<file path="src/rtl/fetch_buffer.sv">
// Instruction queue between fetch and decode: stores {instr, pc, pcplus4} in a
// circular array, presents the head first-word-fall-through, and empties on flush.
module fetch_buffer #(
  parameter int               DEPTH = 4,
  parameter int               WIDTH = 32,
  parameter logic [WIDTH-1:0] NOP   = WIDTH'(32'h00000013)
) (
  input  logic                   clk,
  input  logic                   rst,
  input  logic                   flush,
  input  logic                   in_valid,
  input  logic [WIDTH-1:0]       in_instr,
  input  logic [WIDTH-1:0]       in_pc,
  input  logic [WIDTH-1:0]       in_pcplus4,
  output logic                   in_ready,
  output logic                   out_valid,
  input  logic                   out_ready,
  output logic [WIDTH-1:0]       out_instr,
  output logic [WIDTH-1:0]       out_pc,
  output logic [WIDTH-1:0]       out_pcplus4,
  output logic [$clog2(DEPTH):0] count
);

  localparam int AW = $clog2(DEPTH);
  localparam logic [AW:0] FULL = (AW+1)'(DEPTH);

  logic [WIDTH-1:0] instr_mem   [DEPTH];
  logic [WIDTH-1:0] pc_mem      [DEPTH];
  logic [WIDTH-1:0] pcplus4_mem [DEPTH];

  logic [AW-1:0] wr_ptr;
  logic [AW-1:0] rd_ptr;
  logic [AW:0]   count_q;
  logic          push;
  logic          pop;

  // Handshake: a transfer happens on a side in any cycle where its valid and
  // ready are both high. Ready on both sides is a function of occupancy only,
  // and a flush cancels both transfers in its cycle.
  assign in_ready  = (count_q != FULL);
  assign out_valid = (count_q != '0);
  assign push      = in_valid & in_ready & ~flush;
  assign pop       = out_valid & out_ready & ~flush;
  assign count     = count_q;

  assign out_instr   = out_valid ? instr_mem[rd_ptr]   : NOP;
  assign out_pc      = out_valid ? pc_mem[rd_ptr]      : '0;
  assign out_pcplus4 = out_valid ? pcplus4_mem[rd_ptr] : '0;

  // Storage carries no reset; occupancy alone decides what is visible.
  always_ff @(posedge clk) begin
    if (push) begin
      instr_mem[wr_ptr]   <= in_instr;
      pc_mem[wr_ptr]      <= in_pc;
      pcplus4_mem[wr_ptr] <= in_pcplus4;
    end
  end

  always_ff @(posedge clk or negedge rst) begin
    if (!rst) begin
      wr_ptr  <= '0;
      rd_ptr  <= '0;
      count_q <= '0;
    end else if (flush) begin
      wr_ptr  <= '0;
      rd_ptr  <= '0;
      count_q <= '0;
    end else begin
      if (push) wr_ptr <= wr_ptr + AW'(1);
      if (pop)  rd_ptr <= rd_ptr + AW'(1);
      case ({push, pop})
        2'b10:   count_q <= count_q + (AW+1)'(1);
        2'b01:   count_q <= count_q - (AW+1)'(1);
        default: count_q <= count_q;
      endcase
    end
  end

endmodule

</file>
<file path="config.mk">
export PLATFORM = sky130hd
export DESIGN_NAME = fetch_buffer
export DESIGN_NICKNAME = d
export VERILOG_FILES = /design/src/rtl/fetch_buffer.sv
export SDC_FILE = /design/constraint.sdc
export NUM_CORES = 1
export LEC_CHECK = 0
export CELL_PAD_IN_SITES_DETAIL_PLACEMENT = 2
export CELL_PAD_IN_SITES_GLOBAL_PLACEMENT = 2
export CORE_ASPECT_RATIO = 0.7
export CORE_MARGIN = 1
export CORE_UTILIZATION = 46
export DETAILED_ROUTE_END_ITERATION = 10
export PLACE_DENSITY_LB_ADDON = 0.2
export SYNTH_ARGS = -nofsm -noshare
export SYNTH_HDL_FRONTEND = slang
export SYNTH_SLANG_ARGS = --single-unit
</file>
<file path="constraint.sdc">
create_clock -name clk -period 7.5 [get_ports clk]
set_input_delay 0.75 -clock clk [delete_from_list [all_inputs] [get_ports clk]]
set_output_delay 0.75 -clock clk [all_outputs]
set_load 0.01 [all_outputs]
</file>
==> metrics <==
startpoint types flip-flop; Post-Synth Simple-Gate Area 4.91%; Min-Delay Path Class in -> async; Slew HR 24.6%; GRT Total Usage 23.9%; Int Pwr 4.02 mW; layout cell share with drive strength beyond 1 17.2%; H-Tree Depth 2; Final #Nets 994; RePlAce Congestion 0.697; Async SR Flop Fraction 1.79%; CTS buffer count 38; EDFF count, synth 384; cts hold-fix bufs 0; Max Buffers Root-to-Sink 3; Max stage delay on crit path 1.01 ns; Detailed Route WL 38.9 mm; Die Height 153 µm; starting density of the core 46.6%; met1 WL 15.6 mm; DRC 0; Mapped Area 15000 µm²; DR pass1 iterations 4; # rows 55; Max-Cap Viols 0; sequential power share 48.2%; Final period util 58.0%; r2r startpoint count[0]$_DFFE_PN0P_; compound-cell area share of the yosys netlist 0.748%; setup bufs post-CTS 0; largest net degree at the start of global routing 73; # fillers 2606; slowest stage cell, crit path dfrtp_4; # IOs 202; Worst Tran Pin Value 1.13 ns; Slew Limit Fails 0; core box area 32300 µm²; Fin. Hold Viols 0; critical path data required time 6.75 ns; Power, Total 5.26 mW; synth warn 0; area of the multi-input gates 3120 µm²; clock slew at reported path FFs 0.07 ns; Mapped Cells 677; worst IR drop on VDD 0.000189 V; first-pass GRT wire length 57.3 mm; # resized after CTS 0; Via Count 7460; Port-buffer cells 201; Post-Place Cell Area 17500 µm²; Clock Power Share 35.9%; hold_ws 0.541 ns; Worst setup EP type primary output; Synth Area per Inst 22.2 µm²; post-synthesis cell type count 35; ANT nets after route 0; Seq. cell area 11700 µm²; clock sink count 391; clk_lat worst skew 0.53 ns; status complete, no violations; cells along the critical path buf_4, mux4_2, or2_1, clkdlybuf4s50_1; Synth Area in XOR/XNOR 0.175%; main combinational cell family by area after synthesis multiplexers; Combinational Power Share 15.9%; 1st-iter DRT viols 420; P_leak 5.85 nW; sw frac 23.6%; number of global-route vias before repair 8460; mux share of post-synthesis cell area 14.4%; number of vias per cell 5.56; met3 WL 1.71 mm; Fmax 230 MHz; crit path DAT 3.60 ns; top_reg_cell synth edfxtp_1; Mapped Nets 783; setup_tns 0 ns; clock root cell clkbuf_16; Final Instance Area 18700 µm²; Seq cells post-synth 391; Area growth syn-to-layout 24.0%; RSZ-0062 raised after global routing false; wire per inst 29.0 µm; Seq/Total Area, Yosys 77.8%; P per Cell Area 282 nW/µm²; Crit Path Category reg -> out; Setup crit start rd_ptr[0]$_DFFE_PN0P_; Post-Route Skew 0.0180 ns; fin crit period 4.35 ns; most common cell after layout, fill and taps aside edfxtp_1; Die X-Extent 218 µm; die area 33500 µm²; switching power 1.24 mW; top routing layer in use met5; DR WL met2 20.9 mm; total congestion overflow 0; commonest cells after routing, fill and taps aside 384 x edfxtp_1, 201 x clkdlybuf4s50_1, 96 x mux4_2, 93 x and2_1, 39 x clkbuf_16; Post-DP HPWL 23.8 mm; Post-Synth Adder-Cell Area 0.466%; final number of setup-violating endpoints 0; worst-path fanout max 42; initial antenna violation count 3; CTS tree built
[cell type report]
class | instances | share of cell area [%]
Clock inverter | 14 | 0.878
Tap cell | 427 | 2.86
Sequential cell | 391 | 62.8
Multi-Input combinational cell | 241 | 16.7
Antenna cell | 1 | 0.0134
Clock buffer | 52 | 5.49
Timing Repair Buffer | 209 | 11.1
Inverter | 7 | 0.141
[power by group through the flow]
stage | sequential [mW] | combinational, mW | clock [mW]
after CTS | 2.54 | 0.858 | 1.93
after detailed placement | 2.58 | 0.844 | 0
after floorplan | 2.54 | 0.451 | 0
final | 2.54 | 0.838 | 1.89
after global routing | 2.55 | 0.892 | 2.00
after global placement | 2.57 | 0.814 | 0
[through the flow]
| step | util, % | cells | worst slack (ns) |
|---|---|---|---|
| floorplan | - | 677 | 3.38 |
| global placement | 54.1 | 1275 | 3.62 |
| detailed placement | 54.1 | 1275 | 3.41 |
| CTS | 57.8 | 1341 | 3.01 |
| global route | 57.8 | 1341 | 2.86 |
| finish | 57.8 | 1342 | 3.15 |
[per-layer routing]
metal,track usage (%),vias to the layer above
met5,0,-
met4,5.36,2
met3,3.94,48
met2,42.6,204
met1,30.7,4030
li1,-,3176
[synth_stat cells, types with 2 or more instances]
cell       instances  area [µm²]
o21ai_0            3        15.0
nor3_1             2        10.0
nand3b_1           2        15.0
edfxtp_1         384       11500
nor2_1             5        18.8
nand2b_1           4        25.0
buf_6              3        33.8
dfrtp_1            7         175
inv_1              7        26.3
buf_2             16        80.1
and2_1            97         607
clkbuf_1          16        60.1
a2111oi_0          2        17.5
ha_1               4        50.1
nand3_1            3        15.0
mux4_2            96        2160
a21oi_1            5        25.0
or2_1              3        18.8
xor2_1             2        17.5
[worst max-delay path: cells and delay by family (launching register included)]
| kind | cells | cell delay [ns] |
|---|---|---|
| simple gates | 1 | 0.28 |
| buf+inv | 2 | 1.16 |
| flops | 1 | 1.01 |
| mux | 1 | 0.58 |
[flip-flops by register name (all words and copies together), names as in the netlist]
| signal | cells |
|---|---|
| instr_mem | 128 |
| rd_ptr | 2 |
| pc_mem | 128 |
| count | 3 |
| wr_ptr | 2 |
| pcplus4_mem | 128 |
[logic make-up (layout without fill, tap and decap cells)]
family	after synthesis	count (layout)
compound gates	17	17
xor+xnor	3	3
fa+ha+maj	5	5
buf+inv	45	282
flops	391	391
mux	96	96
other cells	0	1
simple gates	120	120
[worst paths after layout]
| check | end | slack (ns) | depth (start not counted) |
|---|---|---|---|
| max | out_instr[4] | 3.15 | 4 |
| min | wr_ptr[1]$_DFFE_PN0P_ | 0.54 | 1 |
| max reg2reg | pc_mem[0][25]$_DFFE_PP_ | 4.16 | 4 |
| min reg2reg | wr_ptr[0]$_DFFE_PN0P_ | 0.63 | 2 |
| max in group asynchronous | rd_ptr[1]$_DFFE_PN0P_ | 6.61 | 1 |
| min in group clk | wr_ptr[0]$_DFFE_PN0P_ | 0.63 | 2 |
No activity file was read; power rests on OpenSTA's default activity.
